File: config.mk
export PLATFORM = sky130hd
export DESIGN_NAME = conv2_maxpool_relu_flat
export DESIGN_NICKNAME = d
export VERILOG_FILES = /design/src/rtl/conv2_maxpool_relu_pkg.sv /design/src/rtl/conv2_maxpool_relu_if.sv /design/src/rtl/conv2_maxpool_relu_pool_relu_ch.sv /design/src/rtl/conv2_maxpool_relu.sv /design/src/flat_wrapper.sv
export SDC_FILE = /design/constraint.sdc
export NUM_CORES = 1
export LEC_CHECK = 0
export CAP_MARGIN = 30
export CORE_MARGIN = 3
export CORE_UTILIZATION = 45
export DETAILED_ROUTE_END_ITERATION = 6
export HOLD_SLACK_MARGIN = 0.05
export PLACE_DENSITY = 0.66
export SYNTH_ARGS = -nofsm -noshare
export SYNTH_HDL_FRONTEND = slang
export SYNTH_SLANG_ARGS = --single-unit
File: constraint.sdc
create_clock -name clk -period 4.1 [get_ports clk]
set_input_delay 0.82 -clock clk [delete_from_list [all_inputs] [get_ports clk]]
set_output_delay 0.82 -clock clk [all_outputs]
set_load 0.005 [all_outputs]
File: src/rtl/conv2_maxpool_relu_pkg.sv
// Shared CNN layer constants: sample width and the conv2 / pooled map geometry.
package cnn_pkg;

  localparam int CONV_BIT = 12;

  localparam int CONV2_W  = 8;
  localparam int CONV2_H  = 8;

  localparam int POOL_W   = 4;
  localparam int POOL_H   = 4;
  localparam int POOL_CH  = 3;

endpackage

File: src/rtl/conv2_maxpool_relu_if.sv
// conv2 result stream into the pooling stage and the pooled stream out of it.
interface conv2_maxpool_relu_if #(
  parameter int CONV_BIT = cnn_pkg::CONV_BIT
);
  logic                       valid_in;
  logic signed [CONV_BIT-1:0] conv_out_1;
  logic signed [CONV_BIT-1:0] conv_out_2;
  logic signed [CONV_BIT-1:0] conv_out_3;
  logic signed [CONV_BIT-1:0] max_value_1;
  logic signed [CONV_BIT-1:0] max_value_2;
  logic signed [CONV_BIT-1:0] max_value_3;
  logic                       valid_out_relu;

  modport master (
    output valid_in, conv_out_1, conv_out_2, conv_out_3,
    input  max_value_1, max_value_2, max_value_3, valid_out_relu
  );

  modport slave (
    input  valid_in, conv_out_1, conv_out_2, conv_out_3,
    output max_value_1, max_value_2, max_value_3, valid_out_relu
  );
endinterface

File: src/rtl/conv2_maxpool_relu_pool_relu_ch.sv
// One channel of 2x2/stride-2 max pooling with ReLU: a hold register for the
// even column and a half-row line buffer of partial maxima.
module pool_relu_ch #(
  parameter int  CONV_BIT   = cnn_pkg::CONV_BIT,
  parameter int  HALF_WIDTH = cnn_pkg::POOL_W,
  localparam int IDX_W      = (HALF_WIDTH > 1) ? $clog2(HALF_WIDTH) : 1
) (
  input  logic                       clk,
  input  logic                       rst_n,
  input  logic                       valid_in,
  input  logic                       col_odd,
  input  logic                       row_odd,
  input  logic [IDX_W-1:0]           buf_idx,
  input  logic signed [CONV_BIT-1:0] data_in,
  output logic signed [CONV_BIT-1:0] data_out,
  output logic                       strobe
);

  logic signed [CONV_BIT-1:0] hold;
  logic signed [CONV_BIT-1:0] linebuf [HALF_WIDTH];
  logic signed [CONV_BIT-1:0] other;
  logic signed [CONV_BIT-1:0] mx;

  // Only the odd-row/even-col step merges with the line buffer; every other
  // max step pairs the incoming sample with the hold register.
  always_comb begin
    other = hold;
    if (row_odd && !col_odd)
      other = linebuf[buf_idx];
    mx = (other > data_in) ? other : data_in;
  end

  always_ff @(posedge clk or negedge rst_n) begin
    if (!rst_n) begin
      hold     <= '0;
      data_out <= '0;
      strobe   <= 1'b0;
      for (int unsigned i = 0; i < HALF_WIDTH; i++)
        linebuf[i] <= '0;
    end else begin
      strobe <= 1'b0;
      if (valid_in) begin
        unique case ({row_odd, col_odd})
          2'b00: hold <= data_in;
          2'b01: linebuf[buf_idx] <= mx;
          2'b10: hold <= mx;
          2'b11: begin
            data_out <= mx[CONV_BIT-1] ? '0 : mx;
            strobe   <= 1'b1;
          end
        endcase
      end
    end
  end

endmodule

File: src/rtl/conv2_maxpool_relu.sv
// conv2 -> 2x2 max pool -> ReLU for three channels; owns the raster counters.
module conv2_maxpool_relu #(
  parameter int CONV_BIT    = cnn_pkg::CONV_BIT,
  parameter int HALF_WIDTH  = cnn_pkg::POOL_W,
  parameter int HALF_HEIGHT = cnn_pkg::POOL_H
) (
  input logic                     clk,
  input logic                     rst_n,
  conv2_maxpool_relu_if.slave     bus
);

  localparam int COL_W = $clog2(2 * HALF_WIDTH);
  localparam int ROW_W = $clog2(2 * HALF_HEIGHT);
  localparam logic [COL_W-1:0] COL_LAST = COL_W'(2 * HALF_WIDTH - 1);
  localparam logic [ROW_W-1:0] ROW_LAST = ROW_W'(2 * HALF_HEIGHT - 1);

  logic [COL_W-1:0] col;
  logic [ROW_W-1:0] row;
  logic             strobe_1, strobe_2, strobe_3;

  always_ff @(posedge clk or negedge rst_n) begin
    if (!rst_n) begin
      col <= '0;
      row <= '0;
    end else if (bus.valid_in) begin
      if (col == COL_LAST) begin
        col <= '0;
        row <= (row == ROW_LAST) ? '0 : row + 1'b1;
      end else begin
        col <= col + 1'b1;
      end
    end
  end

  pool_relu_ch #(.CONV_BIT(CONV_BIT), .HALF_WIDTH(HALF_WIDTH)) u_ch1 (
    .clk(clk), .rst_n(rst_n), .valid_in(bus.valid_in),
    .col_odd(col[0]), .row_odd(row[0]), .buf_idx(col[COL_W-1:1]),
    .data_in(bus.conv_out_1), .data_out(bus.max_value_1), .strobe(strobe_1)
  );

  pool_relu_ch #(.CONV_BIT(CONV_BIT), .HALF_WIDTH(HALF_WIDTH)) u_ch2 (
    .clk(clk), .rst_n(rst_n), .valid_in(bus.valid_in),
    .col_odd(col[0]), .row_odd(row[0]), .buf_idx(col[COL_W-1:1]),
    .data_in(bus.conv_out_2), .data_out(bus.max_value_2), .strobe(strobe_2)
  );

  pool_relu_ch #(.CONV_BIT(CONV_BIT), .HALF_WIDTH(HALF_WIDTH)) u_ch3 (
    .clk(clk), .rst_n(rst_n), .valid_in(bus.valid_in),
    .col_odd(col[0]), .row_odd(row[0]), .buf_idx(col[COL_W-1:1]),
    .data_in(bus.conv_out_3), .data_out(bus.max_value_3), .strobe(strobe_3)
  );

  assign bus.valid_out_relu = strobe_1 & strobe_2 & strobe_3;

endmodule

File: src/flat_wrapper.sv
// flat-port wrapper written by rule: the top's interface ports become plain ports
module conv2_maxpool_relu_flat 
#(
  parameter int CONV_BIT    = cnn_pkg::CONV_BIT,
  parameter int HALF_WIDTH  = cnn_pkg::POOL_W,
  parameter int HALF_HEIGHT = cnn_pkg::POOL_H
)
  (clk, rst_n, bus_valid_in, bus_conv_out_1, bus_conv_out_2, bus_conv_out_3, bus_max_value_1, bus_max_value_2, bus_max_value_3, bus_valid_out_relu);
  conv2_maxpool_relu_if #(.CONV_BIT(CONV_BIT)) bus_i ();
  input logic clk;
  input logic rst_n;
  input wire logic [$bits(bus_i.valid_in)-1:0] bus_valid_in;
  input wire logic [$bits(bus_i.conv_out_1)-1:0] bus_conv_out_1;
  input wire logic [$bits(bus_i.conv_out_2)-1:0] bus_conv_out_2;
  input wire logic [$bits(bus_i.conv_out_3)-1:0] bus_conv_out_3;
  output wire logic [$bits(bus_i.max_value_1)-1:0] bus_max_value_1;
  output wire logic [$bits(bus_i.max_value_2)-1:0] bus_max_value_2;
  output wire logic [$bits(bus_i.max_value_3)-1:0] bus_max_value_3;
  output wire logic [$bits(bus_i.valid_out_relu)-1:0] bus_valid_out_relu;
  assign bus_i.valid_in = bus_valid_in;
  assign bus_i.conv_out_1 = bus_conv_out_1;
  assign bus_i.conv_out_2 = bus_conv_out_2;
  assign bus_i.conv_out_3 = bus_conv_out_3;
  assign bus_max_value_1 = bus_i.max_value_1;
  assign bus_max_value_2 = bus_i.max_value_2;
  assign bus_max_value_3 = bus_i.max_value_3;
  assign bus_valid_out_relu = bus_i.valid_out_relu;
  conv2_maxpool_relu #(.CONV_BIT(CONV_BIT), .HALF_WIDTH(HALF_WIDTH), .HALF_HEIGHT(HALF_HEIGHT)) u_core (.clk(clk), .rst_n(rst_n), .bus(bus_i));
endmodule
==> impl_results.html <==
<table>
<tr><th>Metric</th><th>Value</th></tr>
<tr><th colspan="2">Synth</th></tr>
<tr><td>Synth warnings</td><td>0</td></tr>
<tr><td>Number of library cell types mapped by synthesis</td><td>59</td></tr>
<tr><td>Fraction of post-synthesis cell area in the top cell type by area</td><td>43.77%</td></tr>
<tr><td>Synthesized cell area</td><td>12580 sq um</td></tr>
<tr><td>Post-Syn Instances</td><td>1221</td></tr>
<tr><td>Post-synth EDFFs</td><td>0</td></tr>
<tr><td>Fraction of registers with async set or reset after synthesis</td><td>100.0%</td></tr>
<tr><td>Post-synthesis cell type with the largest combined area</td><td>sky130_fd_sc_hd__dfrtp_1</td></tr>
<tr><td>Syn avg cell area</td><td>10.30 sq um</td></tr>
<tr><td>Number of synthesized register bits</td><td>220</td></tr>
<tr><td>Most used DFF post-synth</td><td>sky130_fd_sc_hd__dfrtp_1</td></tr>
<tr><td>Sequential cell area fraction in the yosys report</td><td>43.77%</td></tr>
<tr><td>Top post-synthesis cells by area</td><td>sky130_fd_sc_hd__dfrtp_1 44%, sky130_fd_sc_hd__o311ai_0 8.7%, sky130_fd_sc_hd__mux4_2 6.4%</td></tr>
<tr><th colspan="2">Worst setup path</th></tr>
<tr><td>Worst-path fanout max</td><td>18</td></tr>
<tr><td>Classification of the worst setup path</td><td>flop to flop</td></tr>
<tr><td>Setup slack of the worst register-to-register path</td><td>0.27 ns</td></tr>
<tr><td>Worst EP required</td><td>4.51 ns</td></tr>
<tr><td>Library cell contributing the largest single delay on the critical path</td><td>sky130_fd_sc_hd__dfrtp_2</td></tr>
<tr><td>Worst R2R Start</td><td>u_core.col[2]$_DFFE_PN0P_</td></tr>
<tr><td>Delay contributed by the slowest stage of the critical path</td><td>0.58 ns</td></tr>
<tr><td>Endpoint class of the critical path</td><td>flop</td></tr>
<tr><td>Critical Path AT</td><td>4.25 ns</td></tr>
<tr><td>Worst path top cell family by delay</td><td>simple AND/OR/NAND/NOR gates</td></tr>
<tr><td>Cell-by-cell listing of the critical path</td><td>buf_12 -&gt; mux4_2 -&gt; mux2_2 -&gt; ha_1 -&gt; nand4_1 -&gt; or3b_4 -&gt; a21oi_4 -&gt; nor4b_4 -&gt; or3_1 -&gt; o311ai_0</td></tr>
<tr><td>Worst reg2reg path depth</td><td>10</td></tr>
<tr><td>CP startpoint kind</td><td>flop</td></tr>
<tr><td>Critical R2R Capture</td><td>u_core.u_ch3.hold[8]$_DFFE_PN0P_</td></tr>
<tr><td>Worst path buffer plus inverter count</td><td>1</td></tr>
<tr><th colspan="2">Power and ir drop</th></tr>
<tr><td>Power per unit of standard cell area</td><td>831.2 nW/um^2</td></tr>
<tr><td>Final total power</td><td>0.01235 W</td></tr>
<tr><td>Switching fraction of total power</td><td>41.75%</td></tr>
<tr><td>Switch Pwr</td><td>0.005157 W</td></tr>
<tr><td>Internal power</td><td>0.007196 W</td></tr>
<tr><td>Portion of total power attributed to the clock network</td><td>18.2%</td></tr>
<tr><td>Static leakage</td><td>6.311 nW</td></tr>
<tr><td>Max rail drop VDD</td><td>0.0005068 V</td></tr>
<tr><td>Portion of total power attributed to combinational logic</td><td>51.9%</td></tr>
<tr><td>Fraction of power consumed by sequential logic</td><td>29.9%</td></tr>
<tr><th colspan="2">Die</th></tr>
<tr><td>Chip Width</td><td>173.2 um</td></tr>
<tr><td>Area of the core</td><td>27180 sq um</td></tr>
<tr><td>Number of core rows</td><td>60</td></tr>
<tr><td>Chip height</td><td>173.2 um</td></tr>
<tr><td>Number of ports placed on the die boundary</td><td>76</td></tr>
<tr><td>Total die area</td><td>29990 sq um</td></tr>
<tr><td>Initial Utilization</td><td>46.28%</td></tr>
<tr><th colspan="2">CTS</th></tr>
<tr><td>Clk pin slew, worst setup/hold paths</td><td>0.06 ns</td></tr>
<tr><td>Setup fix buffers added after clock tree synthesis</td><td>0</td></tr>
<tr><td>Sinks on the clock net</td><td>220</td></tr>
<tr><td>CTS tree</td><td>built</td></tr>
<tr><td>Clock latency at the later pin of the worst-skew pair</td><td>0.54 ns</td></tr>
<tr><td>CTS HTree Levels</td><td>1</td></tr>
<tr><td>Post-cts hold buffer count</td><td>0</td></tr>
<tr><td>Clock buffer depth</td><td>3</td></tr>
<tr><td>Clk Tree Root Cell</td><td>sky130_fd_sc_hd__clkbuf_16</td></tr>
<tr><td>CTS Buf Count</td><td>26</td></tr>
<tr><th colspan="2">Cells and area</th></tr>
<tr><td>Total inserted antenna cells</td><td>0</td></tr>
<tr><td>Share of layout cells above drive strength 1</td><td>16.01%</td></tr>
<tr><td>Layout net count</td><td>1359</td></tr>
<tr><td>Commonest non-fill, non-tap cells in the layout</td><td>218 x sky130_fd_sc_hd__dfrtp_1, 193 x sky130_fd_sc_hd__nand2_1, 124 x sky130_fd_sc_hd__o311ai_0</td></tr>
<tr><td>Layout area overhead</td><td>18.17%</td></tr>
<tr><td>Commonest non-fill, non-tap cell in the layout</td><td>sky130_fd_sc_hd__dfrtp_1</td></tr>
<tr><th colspan="2">Route</th></tr>
<tr><td>First-iteration detailed-routing DRC count</td><td>1111</td></tr>
<tr><td>Total via count after detailed routing</td><td>10619</td></tr>
<tr><td>Detailed-route wire length per cell</td><td>21.05 um</td></tr>
<tr><td>DRC</td><td>0</td></tr>
<tr><td>Count of nets left with antenna violations after detail routing</td><td>0</td></tr>
<tr><td>1st-pass router iterations</td><td>7</td></tr>
<tr><td>Routed wire length</td><td>35050 um</td></tr>
<tr><td>Routed via count divided by cell count</td><td>6.378</td></tr>
<tr><th colspan="2">STA</th></tr>
<tr><td>Slew Viols, Final</td><td>0</td></tr>
<tr><td>Part of the cycle the worst path needs</td><td>93.47%</td></tr>
<tr><td>Worst-margin pin slew</td><td>0.9022 ns</td></tr>
<tr><td>Setup violation total in the final timing report</td><td>0</td></tr>
<tr><td>Maximum clock frequency</td><td>261.0 MHz</td></tr>
<tr><td>Sum of negative setup slack</td><td>0 ns</td></tr>
<tr><td>Slew HR</td><td>39.86%</td></tr>
<tr><td>Final hold viol count</td><td>0</td></tr>
<tr><td>Clock Skew</td><td>0.02328 ns</td></tr>
<tr><td>Unrepaired setup endpoints after global routing</td><td>false</td></tr>
<tr><td>Time the worst path needs with I/O delays and setup</td><td>3.832 ns</td></tr>
<tr><th colspan="2">Global route</th></tr>
<tr><td>Wire length of the first global-routing pass</td><td>57640 um</td></tr>
<tr><td>Antenna violations before repair</td><td>0</td></tr>
<tr><td>Vias in the first global route</td><td>10614</td></tr>
<tr><td>Maximum number of pins on one net before global-route repair</td><td>117</td></tr>
<tr><td>Overflow after GRT</td><td>0</td></tr>
<tr><td>Gr usage total</td><td>23.15%</td></tr>
<tr><th colspan="2">Place</th></tr>
<tr><td>Count of buffers inserted at the top-level ports</td><td>72</td></tr>
<tr><td>Half-perimeter wire length of the detailed placement result</td><td>22400 um</td></tr>
<tr><td>Weighted congestion at the end of routability-driven global placement</td><td>0.8678</td></tr>
<tr><th colspan="2">Min path</th></tr>
<tr><td>Min-delay worst type</td><td>input port to async pin</td></tr>
<tr><th colspan="2">Run status</th></tr>
<tr><td>Result of the run</td><td>complete, no violations</td></tr>
<tr><th colspan="2">Job</th></tr>
<tr><td>Max-cap violations</td><td>0</td></tr>
</table>
==> synth_stat cells, types with 5 or more instances <==
cell type                   instances
sky130_fd_sc_hd__o31ai_1           49
sky130_fd_sc_hd__nor3_1            16
sky130_fd_sc_hd__o311ai_0         125
sky130_fd_sc_hd__mux4_2            36
sky130_fd_sc_hd__nor2_1            13
sky130_fd_sc_hd__inv_1             63
sky130_fd_sc_hd__a31oi_1           16
sky130_fd_sc_hd__nand4_1            7
sky130_fd_sc_hd__o2111ai_1         13
sky130_fd_sc_hd__dfrtp_1          220
sky130_fd_sc_hd__a221o_1           24
sky130_fd_sc_hd__buf_2             11
sky130_fd_sc_hd__nand3_1            5
sky130_fd_sc_hd__a41o_1            11
sky130_fd_sc_hd__o221ai_1          12
sky130_fd_sc_hd__mux2_2            19
sky130_fd_sc_hd__o311ai_1          40
sky130_fd_sc_hd__nand2b_1           5
sky130_fd_sc_hd__o211ai_1          48
sky130_fd_sc_hd__buf_6              5
sky130_fd_sc_hd__nand2_1          193
sky130_fd_sc_hd__clkbuf_1         110
sky130_fd_sc_hd__o21ai_0           19
sky130_fd_sc_hd__and2_1            23
sky130_fd_sc_hd__mux2i_1           23
sky130_fd_sc_hd__a21oi_1           22
sky130_fd_sc_hd__ha_1              40
==> cell type report <==
cell class              count  area [sq um]
repair buffers            159          1454
clock inverters             2         16.27
inverters                  63         236.5
flip-flops and latches    220          5508
well taps                 372         465.4
multi-input cells         810          6371
fillers                  2447         12310
clock buffers              39         810.8
==> stage by stage <==
step | std cells | hold WS, ns | worst slack [ns] | utilization (%) | instance area, sq um
floorplan | 1223 | 0.4432 | 0.02897 | - | 12590
global placement | 1624 | 0.4542 | 0.2936 | 51.63 | 14030
detailed placement | 1624 | 0.4627 | 0.2262 | 51.63 | 14030
CTS | 1665 | 0.4189 | 0.2325 | 54.67 | 14860
global route | 1665 | 0.4358 | 0.01931 | 54.69 | 14860
finish | 1665 | 0.3805 | 0.2679 | 54.69 | 14860
==> worst reg2reg max path, delay by kind of cell (launching register included) <==
kind / cells / cell delay, ns
AO/OA/AOI/OAI: 2 / 0.60
adder cells (fa/ha/maj): 1 / 0.38
buffers and inverters: 1 / 0.24
flip-flops: 1 / 0.58
multiplexers: 2 / 0.61
AND/OR/NAND/NOR: 4 / 1.30
==> logic make-up (layout without fill, tap and decap cells) <==
family | Yosys count | after routing | share of synthesized area (%)
AOI/OAI and AO/OA | 402 | 402 | 25.80
other | 1 | 3 | 0.02982
muxes | 78 | 78 | 9.978
adders and majority gates | 40 | 40 | 3.979
DFF | 220 | 220 | 43.77
buffers and inverters | 193 | 263 | 6.257
and+or+nand+nor | 287 | 287 | 10.19
==> layer usage <==
layer,vias up,wire length (um),GRT usage [%]
met5,-,0,0
met1,5220,16090,34.21
met4,0,837,6.993
met2,423,15930,35.73
li1,4910,-,-
met3,66,2189,3.030
==> worst max path at each step <==
stage / to / cells after the start / slack (ns) / from
4_1_cts: u_core.u_ch2.linebuf[26]$_DFFE_PN0P_ / 12 / 0.23 / u_core.col[1]$_DFFE_PN0P_
6_report: u_core.u_ch3.hold[8]$_DFFE_PN0P_ / 10 / 0.27 / u_core.col[2]$_DFFE_PN0P_
5_1_grt: u_core.u_ch2.data_out[9]$_DFFE_PN0P_ / 10 / 0.02 / u_core.col[1]$_DFFE_PN0P_
3_5_place_dp: u_core.u_ch2.linebuf[36]$_DFFE_PN0P_ / 9 / 0.23 / bus_conv_out_2[3]
3_3_place_gp: u_core.u_ch2.data_out[3]$_DFFE_PN0P_ / 9 / 0.29 / bus_conv_out_2[5]
2_1_floorplan: u_core.u_ch2.data_out[1]$_DFFE_PN0P_ / 14 / 0.03 / u_core.col[2]$_DFFE_PN0P_
==> repair_timing <==
item | in CTS | in global routing
gates resized for setup | 0 | 2
endpoints found under the setup margin | 0 | 21
endpoints found under the hold margin | 0 | 0
==> power groups by stage <==
stage	clock network, W	logic (W)	registers, W
final	0.00224	0.00642	0.00369
after global routing	0.00236	0.00708	0.00381
after CTS	0.00229	0.00638	0.00369
after detailed placement	0	0.00636	0.00371
after global placement	0	0.00625	0.00368
after floorplan	0	0.00423	0.00357
==> flip-flops by register name (all words and copies together), names as in the netlist <==
name	flops
u_core.u_ch2.linebuf	48
u_core.u_ch3.hold	12
u_core.u_ch2.hold	12
u_core.u_ch1.linebuf	48
u_core.u_ch1.data_out	11
u_core.col	3
u_core.u_ch2.strobe	1
u_core.row	3
u_core.u_ch1.hold	12
u_core.u_ch3.data_out	11
u_core.u_ch3.linebuf	48
u_core.u_ch2.data_out	11
Power figures use the tool's default switching activity.
